--- src/rtl/sync_fifo_pkg.sv ---
// Shared definitions for the synchronous FIFO: address-width helper, default
// pointer type and reset values for the registered status/output state.
// No logic; imported by sync_fifo_ctrl.
package sync_fifo_pkg;

   // Address width for a given depth. Depth is a power of two >= 2, so this
   // is at least 1 and an (ADDR_WIDTH+1)-bit pointer wraps modulo 2*DEPTH.
   function automatic int fifo_addr_width(input int depth);
      return (depth < 2) ? 1 : $clog2(depth);
   endfunction

   // Default configuration and its pointer type. Parametrised instances
   // derive their own pointer type from fifo_addr_width(DEPTH).
   localparam int DEF_DEPTH      = 16;
   localparam int DEF_ADDR_WIDTH = fifo_addr_width(DEF_DEPTH);
   typedef logic [DEF_ADDR_WIDTH:0] fifo_ptr_t;

   // Reset values of the registered state.
   localparam logic RST_RVALID = 1'b0;
   localparam logic RST_ERR    = 1'b0;

endpackage

--- src/rtl/sync_fifo_mem.sv ---
// Storage array for the FIFO: one write port, one asynchronous read port.
// Latency: write lands on the clock edge; read is combinational from raddr_i.
// Backpressure: none; the controller only asserts we_i for accepted writes.
//
// Ports:
//   clk_i            write clock
//   we_i             write enable (already qualified by the controller)
//   waddr_i/wdata_i  write address / data
//   raddr_i/rdata_o  read address / data
// Contents are deliberately not reset so the array can be replaced by a macro.
module sync_fifo_mem #(
   parameter int DATA_WIDTH = 32,
   parameter int DEPTH      = 16,
   parameter int ADDR_WIDTH = 4
) (
   input  logic                  clk_i,
   input  logic                  we_i,
   input  logic [ADDR_WIDTH-1:0] waddr_i,
   input  logic [DATA_WIDTH-1:0] wdata_i,
   input  logic [ADDR_WIDTH-1:0] raddr_i,
   output logic [DATA_WIDTH-1:0] rdata_o
);

   logic [DATA_WIDTH-1:0] r_mem [DEPTH];

   always_ff @(posedge clk_i) begin
      if (we_i) begin
         r_mem[waddr_i] <= wdata_i;
      end
   end

   assign rdata_o = r_mem[raddr_i];

endmodule

--- src/rtl/sync_fifo_ctrl.sv ---
// Single-clock parametrised FIFO with level, almost flags and sticky errors.
// Latency: 1 cycle read data when RDATA_REG=1, first-word-fall-through when 0.
// Backpressure: writes dropped while full (overflow), reads while empty (underflow).
//
// Ports:
//   clk_i, rst_i               clock, synchronous active-high reset
//   wen_i, wdata_i             write request and data
//   ren_i                      read request
//   clr_err_i                  clears overflow_o / underflow_o
//   rdata_o, rvalid_o          read data and its qualifier
//   full_o, empty_o            occupancy flags
//   almost_full_o/empty_o      threshold flags against level_o
//   level_o                    entry count 0..DEPTH
//   overflow_o, underflow_o    sticky error flags
module sync_fifo_ctrl
   import sync_fifo_pkg::*;
#(
   parameter int DATA_WIDTH    = 32,
   parameter int DEPTH         = 16,
   parameter int RDATA_REG     = 1,
   parameter int AFULL_THRESH  = DEPTH - 2,
   parameter int AEMPTY_THRESH = 2
) (
   input  logic                          clk_i,
   input  logic                          rst_i,
   input  logic                          wen_i,
   input  logic [DATA_WIDTH-1:0]         wdata_i,
   input  logic                          ren_i,
   input  logic                          clr_err_i,
   output logic [DATA_WIDTH-1:0]         rdata_o,
   output logic                          rvalid_o,
   output logic                          full_o,
   output logic                          empty_o,
   output logic                          almost_full_o,
   output logic                          almost_empty_o,
   output logic [$clog2(DEPTH):0]        level_o,
   output logic                          overflow_o,
   output logic                          underflow_o
);

   localparam int ADDR_WIDTH = fifo_addr_width(DEPTH);

   typedef logic [ADDR_WIDTH:0] ptr_t;

   // Thresholds sized to the level width; both lie in 0..DEPTH so they fit.
   localparam ptr_t AFULL_T  = ptr_t'(AFULL_THRESH);
   localparam ptr_t AEMPTY_T = ptr_t'(AEMPTY_THRESH);

   ptr_t                  r_wptr;
   ptr_t                  r_rptr;
   logic                  r_ovf;
   logic                  r_unf;

   ptr_t                  w_level;
   logic                  w_full;
   logic                  w_empty;
   logic                  w_acc_wr;
   logic                  w_acc_rd;
   logic                  w_mem_we;
   logic [DATA_WIDTH-1:0] w_mem_rdata;

   // Status is decoded purely from the registered pointers, so no request
   // input reaches a flag combinationally. The extra pointer bit tells a
   // full FIFO (MSBs differ) from an empty one (pointers identical), and the
   // modulo-2*DEPTH difference is exactly the fill level 0..DEPTH.
   assign w_empty = (r_wptr == r_rptr);
   assign w_full  = (r_wptr[ADDR_WIDTH] != r_rptr[ADDR_WIDTH]) &&
                    (r_wptr[ADDR_WIDTH-1:0] == r_rptr[ADDR_WIDTH-1:0]);
   assign w_level = r_wptr - r_rptr;

   assign w_acc_wr = wen_i && !w_full;
   assign w_acc_rd = ren_i && !w_empty;

   // A request in the reset cycle must not touch the array either.
   assign w_mem_we = w_acc_wr && !rst_i;

   always_ff @(posedge clk_i) begin
      if (rst_i) begin
         r_wptr <= '0;
         r_rptr <= '0;
      end else begin
         if (w_acc_wr) begin
            r_wptr <= r_wptr + ptr_t'(1);
         end
         if (w_acc_rd) begin
            r_rptr <= r_rptr + ptr_t'(1);
         end
      end
   end

   // Sticky errors: a new error in the same cycle as a clear wins, so an
   // event is never lost to a coincident clear.
   always_ff @(posedge clk_i) begin
      if (rst_i) begin
         r_ovf <= RST_ERR;
         r_unf <= RST_ERR;
      end else begin
         if (wen_i && w_full) begin
            r_ovf <= 1'b1;
         end else if (clr_err_i) begin
            r_ovf <= 1'b0;
         end
         if (ren_i && w_empty) begin
            r_unf <= 1'b1;
         end else if (clr_err_i) begin
            r_unf <= 1'b0;
         end
      end
   end

   sync_fifo_mem #(
      .DATA_WIDTH (DATA_WIDTH),
      .DEPTH      (DEPTH),
      .ADDR_WIDTH (ADDR_WIDTH)
   ) u_mem (
      .clk_i   (clk_i),
      .we_i    (w_mem_we),
      .waddr_i (r_wptr[ADDR_WIDTH-1:0]),
      .wdata_i (wdata_i),
      .raddr_i (r_rptr[ADDR_WIDTH-1:0]),
      .rdata_o (w_mem_rdata)
   );

   generate
      if (RDATA_REG != 0) begin : g_rdata_reg
         logic [DATA_WIDTH-1:0] r_rdata;
         logic                  r_rvalid;

         // Capture the head word on an accepted read; rvalid is a one-cycle
         // pulse and rdata holds until the next accepted read.
         always_ff @(posedge clk_i) begin
            if (rst_i) begin
               r_rdata  <= '0;
               r_rvalid <= RST_RVALID;
            end else begin
               r_rvalid <= w_acc_rd;
               if (w_acc_rd) begin
                  r_rdata <= w_mem_rdata;
               end
            end
         end

         assign rdata_o  = r_rdata;
         assign rvalid_o = r_rvalid;
      end else begin : g_rdata_fwft
         // Head of queue is always presented; valid whenever not empty.
         assign rdata_o  = w_mem_rdata;
         assign rvalid_o = !w_empty;
      end
   endgenerate

   assign full_o         = w_full;
   assign empty_o        = w_empty;
   assign level_o        = w_level;
   assign almost_full_o  = (w_level >= AFULL_T);
   assign almost_empty_o = (w_level <= AEMPTY_T);
   assign overflow_o     = r_ovf;
   assign underflow_o    = r_unf;

endmodule
--- config.mk ---
export PLATFORM = sky130hd
export DESIGN_NAME = sync_fifo_ctrl
export DESIGN_NICKNAME = d
export VERILOG_FILES = /design/src/rtl/sync_fifo_pkg.sv /design/src/rtl/sync_fifo_mem.sv /design/src/rtl/sync_fifo_ctrl.sv
export SDC_FILE = /design/constraint.sdc
export NUM_CORES = 1
export LEC_CHECK = 0
export BUFFER_PORTS_ARGS = -buffer_cell sky130_fd_sc_hd__buf_2
export CORE_UTILIZATION = 31
export DETAILED_ROUTE_END_ITERATION = 16
export PLACE_DENSITY = 0.53
export SKIP_CTS_REPAIR_TIMING = 1
export SKIP_LAST_GASP = 1
export SLEW_MARGIN = 10
export SYNTH_ARGS = -nofsm -noshare
export SYNTH_HDL_FRONTEND = slang
export SYNTH_SLANG_ARGS = --single-unit
--- constraint.sdc ---
create_clock -name clk_i -period 5.7 [get_ports clk_i]
set_input_delay 0.57 -clock clk_i [delete_from_list [all_inputs] [get_ports clk_i]]
set_output_delay 0.57 -clock clk_i [all_outputs]
set_load 0.01 [all_outputs]
==> impl_metrics.env, run 1 <==
export IMPL_slowest_stage="dfxtp_4"
export IMPL_switching_share_pct=24.4
export IMPL_overflow=0
export IMPL_first_pass_iters=5
export IMPL_p_sw_uw=2260
export IMPL_met2_usage_pct=25.6
export IMPL_dpl_instance_area_um2=22800
export IMPL_fp_coreArea_um2=67800
export IMPL_gp_congestion=0.755
export IMPL_dr_first_iter_drc_count=623
export IMPL_die_h_um=265
export IMPL_syn_inst=1184
export IMPL_cap_violations=0
export IMPL_synth_area_top_cells="edfxtp_1, mux2i_1, dfxtp_1, mux4_2, o22ai_1"
export IMPL_antenna_found_initial=1
export IMPL_path_class="flop to output pin"
export IMPL_synth_edf_count=512
export IMPL_grt_max_degree=104
export IMPL_grt_pass1_wl_um=74400
export IMPL_grt_pass1_vias=11000
export IMPL_rows=95
export IMPL_die_width_um=265
export IMPL_drc_errors=0
export IMPL_diodes=0
export IMPL_utilization_pct=36.3
export IMPL_path_buf_inv=2
export IMPL_finalNetCount=1314
export IMPL_fin_skew_ps=15.5
export IMPL_period_share_pct=64.1
export IMPL_numPortBuffers=80
export IMPL_synth_warnings=0
export IMPL_ir_worst_vdd_mv=0.168
export IMPL_dp_final_hpwl_um=30800
export IMPL_cts_max_path_buffers=3
export IMPL_use_met1_pct=17.3
export IMPL_top_usage_layer="met2"
export IMPL_num_vias=10767
export IMPL_start_util_pct=31.6
export IMPL_synth_nets=1231
export IMPL_htree_levels=2
export IMPL_power_frac_comb_pct=10.8
export IMPL_synth_area_leader_cell="edfxtp_1"
export IMPL_async_flop_share_pct=0
export IMPL_start_kind="flop"
export IMPL_worstMarginPinSlew_ps=1150
export IMPL_fin_crit_ps=3650
export IMPL_final_setup_tns_ps=0
export IMPL_grt_usage_pct=14.4
export IMPL_synth_seq_cells=557
export IMPL_ys_flop_type="edfxtp_1"
export IMPL_worstPathRequired_ps=5130
export IMPL_setup_violations=0
export IMPL_area_delta_synth_final_pct=15.0
export IMPL_post_drt_wl_per_cell_um=23.1
export IMPL_ys_seq_area_share_pct=76.1
export IMPL_cp_top_family="compound AO/OA/AOI/OAI gates"
export IMPL_crit_path_end_kind="output pin"
export IMPL_register_area_um2=16300
export IMPL_viasPerCell=4.92
export IMPL_seqPwrFrac_pct=50.2
export IMPL_dp_cells=2081
export IMPL_fin_total_pwr_uw=9230
export IMPL_max_freq_ghz=0.274
export IMPL_finalHoldViolations=0
export IMPL_fin_cells=2187
export IMPL_cp_cell_sequence="ha_1, inv_1, fa_1, a21o_1, a21oi_1, xnor2_1, a211oi_1, buf_2"
export IMPL_cts_clk_slew_worst_paths_ps=60
export IMPL_p_int_uw=6980
export IMPL_max_slew_margin_rel_pct=22.7
export IMPL_crit_fanout=31
export IMPL_final_max_slew_violation_count=0
export IMPL_outcome="completed"
export IMPL_rsz0062_at_grt="no"
export IMPL_cts_inserted_buffers=56
export IMPL_power_leakage_uw=0.00747
export IMPL_post_route_cell_area_um2=24600
export IMPL_holdCritPathClass="input port to flop"
export IMPL_die_area_um2=70000
export IMPL_max_stage_delay_ps=690
export IMPL_fillers=6330
export IMPL_synth_cell_types=44
export IMPL_synth_cell_area_um2=21400
export IMPL_wirelength_um=50500
export IMPL_tritoncts="done"
export IMPL_power_density_nw_per_um2=376
export IMPL_avgSynthCellArea_um2=18.1
export IMPL_numClockSinks=557
export IMPL_clock_root_buffer="clkbuf_16"
export IMPL_grt_util_met3_pct=2.63
export IMPL_drive_above_1_share_pct=18.1
export IMPL_clockPowerShare_pct=39.0
export IMPL_clk_latency_ps=610
export IMPL_ant_nets=0
export IMPL_cp_arrival_ps=3080
export IMPL_io_pins=81
export IMPL_multiInputGateArea_um2=4810
export IMPL_synth_top_area_share_pct=71.9
-- layer usage --
layer | wire, um | share of wire, %
met4 | 1530 | 3.0
met1 | 20900 | 41
met2 | 26200 | 52
met3 | 1780 | 3.5
met5 | 11 | 0.022
-- power groups by stage --
stage / Combinational [uW] / Sequential (uW) / Clock, uW
3_5_place_dp: 1020 / 4730 / 0
3_3_place_gp: 1020 / 4730 / 0
6_report: 999 / 4640 / 3600
2_1_floorplan: 622 / 4700 / 0
4_1_cts: 1030 / 4640 / 3660
5_1_grt: 1080 / 4650 / 3820
-- synth_stat cells (2+ instances only) --
cell and count:
a211oi_1 35, a21o_1 2, a21oi_1 5, a221oi_1 32
buf_1 2, buf_2 18, buf_4 15, buf_6 5
clkbuf_1 27, clkbuf_4 3, dfxtp_1 45, edfxtp_1 512
ha_1 9, inv_1 10, mux2i_1 193, mux4_2 32
nand2_1 7, nand2b_1 2, nand3_1 3, nand3b_1 2
nor2_1 58, nor2b_1 4, nor3_1 36, o21ai_0 35
o22ai_1 64, or3_1 2, xnor2_1 8, xor2_1 2
-- cell usage in the layout, fill, tap and decap left out, types with 10 or more instances in the layout --
| master | Yosys | routed |
|---|---|---|
| o22ai_1 | 64 | 64 |
| nor3_1 | 36 | 32 |
| clkbuf_16 | 0 | 56 |
| buf_4 | 15 | 14 |
| buf_2 | 18 | 80 |
| nor2_1 | 58 | 45 |
| mux2i_1 | 193 | 193 |
| a221oi_1 | 32 | 32 |
| dfxtp_1 | 45 | 41 |
| a211oi_1 | 35 | 35 |
| mux4_2 | 32 | 32 |
| inv_1 | 10 | 10 |
| clkbuf_1 | 27 | 14 |
| edfxtp_1 | 512 | 512 |
| nor2_4 | 0 | 13 |
| clkinv_2 | 0 | 12 |
| o21ai_0 | 35 | 35 |
-- cell families (layout without fill, tap and decap cells) --
| family | Yosys count | after routing | synth area share, % |
|---|---|---|---|
| flops | 557 | 557 | 76.1 |
| buf+inv | 81 | 211 | 2.03 |
| compound gates | 181 | 181 | 5.80 |
| xor+xnor | 11 | 11 | 0.486 |
| simple gates | 119 | 119 | 2.53 |
| fa+ha+maj | 10 | 10 | 0.620 |
| mux | 225 | 225 | 12.4 |
-- worst register-to-register path: stages (launching register included) --
cell and delay, ps:
dfxtp_4 690, ha_1 380, and4_1 300, a211oi_1 550, nand2_1 360, nor2_4 950
-- path summary, 6_finish.rpt --
| check | depth (start not counted) | endpoint | startpoint | slack, ps |
|---|---|---|---|---|
| max | 8 | almost_empty_o | r_rptr[0] | 2050 |
| min reg2reg | 2 | rdata_o[10] | rdata_o[10] | 510 |
| max reg2reg | 5 | u_mem.r_mem[7][17] | r_rptr[0] | 2050 |
| min | 3 | overflow_o | wen_i | 250 |
-- through the flow --
stage          setup WS, ps  hold slack [ps]
3_5_place_dp           1970              497
3_3_place_gp           1980              495
4_1_cts                1950              228
2_1_floorplan           876              520
6_report               2050              248
5_1_grt                1750              260
-- sequential cells by signal, summed over array words and instances (netlist names) --
name and flops:
overflow_o 1, rdata_o 32, r_rptr 5, u_mem.r_mem 512
underflow_o 1, rvalid_o 1, r_wptr 5
-- area by class of cell --
cell class	instances	area share, %
clock inverters	33	1.26
repair buffers	96	2.25
inverters	10	0.153
flip-flops and latches	557	66.3
clock buffers	72	6.03
multi-input cells	546	19.6
well taps	873	4.44
Power figures use the tool's default switching activity.
==> run 2: changes to the inputs <==
Settings changed: PLACE_DENSITY 0.53 to 0.54.
Clock period 5.7 ns to 3.15 ns, I/O delays scaled along.
==> impl_metrics.env, run 2 (same netlist as run 1, synthesis figures left out) <==
export IMPL_fillers=6275
export IMPL_viasPerCell=4.97
export IMPL_pre_cts_ws_ps=259
export IMPL_cap_violations=0
export IMPL_cts_inserted_buffers=57
export IMPL_crit_path_end_kind="output pin"
export IMPL_seqPwrFrac_pct=50.1
export IMPL_finalHoldViolations=0
export IMPL_clock_root_buffer="clkbuf_16"
export IMPL_area_delta_synth_final_pct=17.0
export IMPL_power_frac_comb_pct=11.4
export IMPL_drive_above_1_share_pct=21.0
export IMPL_grt_usage_pct=14.8
export IMPL_die_area_um2=70000
export IMPL_power_leakage_uw=0.00771
export IMPL_setup_violations=0
export IMPL_worstPathRequired_ps=2830
export IMPL_power_density_nw_per_um2=665
export IMPL_grt_pass1_wl_um=76400
export IMPL_worstMarginPinSlew_ps=1180
export IMPL_switching_share_pct=24.6
export IMPL_largest_reg_flops=512
export IMPL_die_h_um=265
export IMPL_gp_congestion=0.743
export IMPL_antenna_found_initial=2
export IMPL_numPortBuffers=80
export IMPL_max_freq_ghz=0.340
export IMPL_numClockSinks=557
export IMPL_largest_register="u_mem.r_mem"
export IMPL_final_common_cell="edfxtp_1"
export IMPL_cp_arrival_ps=2630
export IMPL_start_util_pct=31.6
export IMPL_holdPathStages=3
export IMPL_start_kind="flop"
export IMPL_first_pass_iters=5
export IMPL_p_sw_uw=4090
export IMPL_ir_worst_vdd_mv=0.421
export IMPL_num_vias=11085
export IMPL_cts_clk_slew_worst_paths_ps=60
export IMPL_fin_crit_ps=2940
export IMPL_dr_first_iter_drc_count=763
export IMPL_finalNetCount=1355
export IMPL_cts_max_path_buffers=3
export IMPL_path_class="flop to output pin"
export IMPL_rows=95
export IMPL_drc_errors=0
export IMPL_final_cell_mix="edfxtp_1, mux2i_1, buf_2"
export IMPL_ant_nets=0
export IMPL_clockPowerShare_pct=38.5
export IMPL_fin_total_pwr_uw=16600
export IMPL_clk_latency_ps=630
export IMPL_p_int_uw=12500
export IMPL_dpl_instance_area_um2=23200
export IMPL_htree_levels=2
export IMPL_rsz0062_at_grt="no"
export IMPL_overflow=0
export IMPL_io_pins=81
export IMPL_fin_skew_ps=37.8
export IMPL_final_max_slew_violation_count=0
export IMPL_crit_fanout=4
export IMPL_outcome="completed"
export IMPL_holdCritPathClass="input port to flop"
export IMPL_dp_final_hpwl_um=30300
export IMPL_grt_max_degree=103
export IMPL_fp_coreArea_um2=67800
export IMPL_tritoncts="done"
export IMPL_wirelength_um=51600
export IMPL_r2r_cells=7
export IMPL_grt_pass1_vias=11539
export IMPL_period_share_pct=93.4
export IMPL_max_slew_margin_rel_pct=21.3
export IMPL_die_width_um=265
export IMPL_worst_slack_ps=207
export IMPL_post_drt_wl_per_cell_um=23.1
export IMPL_post_route_cell_area_um2=25000
-- run 2: cell types whose count changed in the layout (fill, tap and decap cells not counted), moves of 4 or more --
cell | previous run | this run
bufinv_16 | 5 | 1
buf_4 | 14 | 51
nor3_2 | 4 | 0
buf_12 | 1 | 5
nand2_1 | 7 | 3
clkbuf_8 | 2 | 6
clkbuf_1 | 14 | 19
nor3_4 | 0 | 4
nand2_4 | 0 | 4
-- run 2: cell type report --
type                            instances  area, um^2  share of cell area (%)
Antenna cell                            1        2.50                  0.0100
Clock buffer                           82        1580                    6.32
Clock inverter                         26         218                   0.870
Inverter                               10        40.0                   0.160
Multi-Input combinational cell        546        4910                    19.6
Sequential cell                       557       16300                    65.1
Tap cell                              873        1090                    4.37
Timing Repair Buffer                  136         883                    3.53
-- run 2: metrics by stage --
step / cells / setup TNS (ps) / utilization [%] / hold WS [ps]
2_1_floorplan: 1184 / -9110 / - / 414
3_3_place_gp: 2122 / 0 / 34.3 / 486
3_5_place_dp: 2122 / 0 / 34.3 / 495
4_1_cts: 2230 / 0 / 36.9 / -9.32
5_1_grt: 2231 / 0 / 36.9 / 7.08
6_report: 2231 / 0 / 36.9 / 11.5
-- run 2: layer usage --
metal / wire length, um / vias up / GRT usage, %
met5: 9 / - / 0
met4: 1020 / 2 / 4.07
met3: 2270 / 65 / 2.46
met2: 25600 / 237 / 25.1
met1: 22700 / 5761 / 19.6
li1: - / 5020 / -
-- run 2: power by group through the flow --
stage / clock (uW) / sequential [uW] / combinational, uW
after floorplan: 0 / 8500 / 1170
after global placement: 0 / 8480 / 1920
after detailed placement: 0 / 8480 / 1930
after CTS: 6570 / 8330 / 1940
after global routing: 6850 / 8340 / 2060
final: 6400 / 8330 / 1900
-- run 2: worst max-delay path, stage by stage, from the launching register on --
cell and delay, ps:
dfxtp_1 350, inv_2 110, ha_1 170, inv_1 50
fa_1 410, a21o_1 200, a21oi_1 180, xnor2_1 140
a211oi_1 250, buf_2 170
-- run 2: worst paths after layout --
check               from                  to  slack, ps
max            r_wptr[0]      almost_empty_o        210
min                wen_i          overflow_o         10
min reg2reg  rdata_o[30]         rdata_o[30]        500
max reg2reg    r_wptr[0]  u_mem.r_mem[0][27]        310
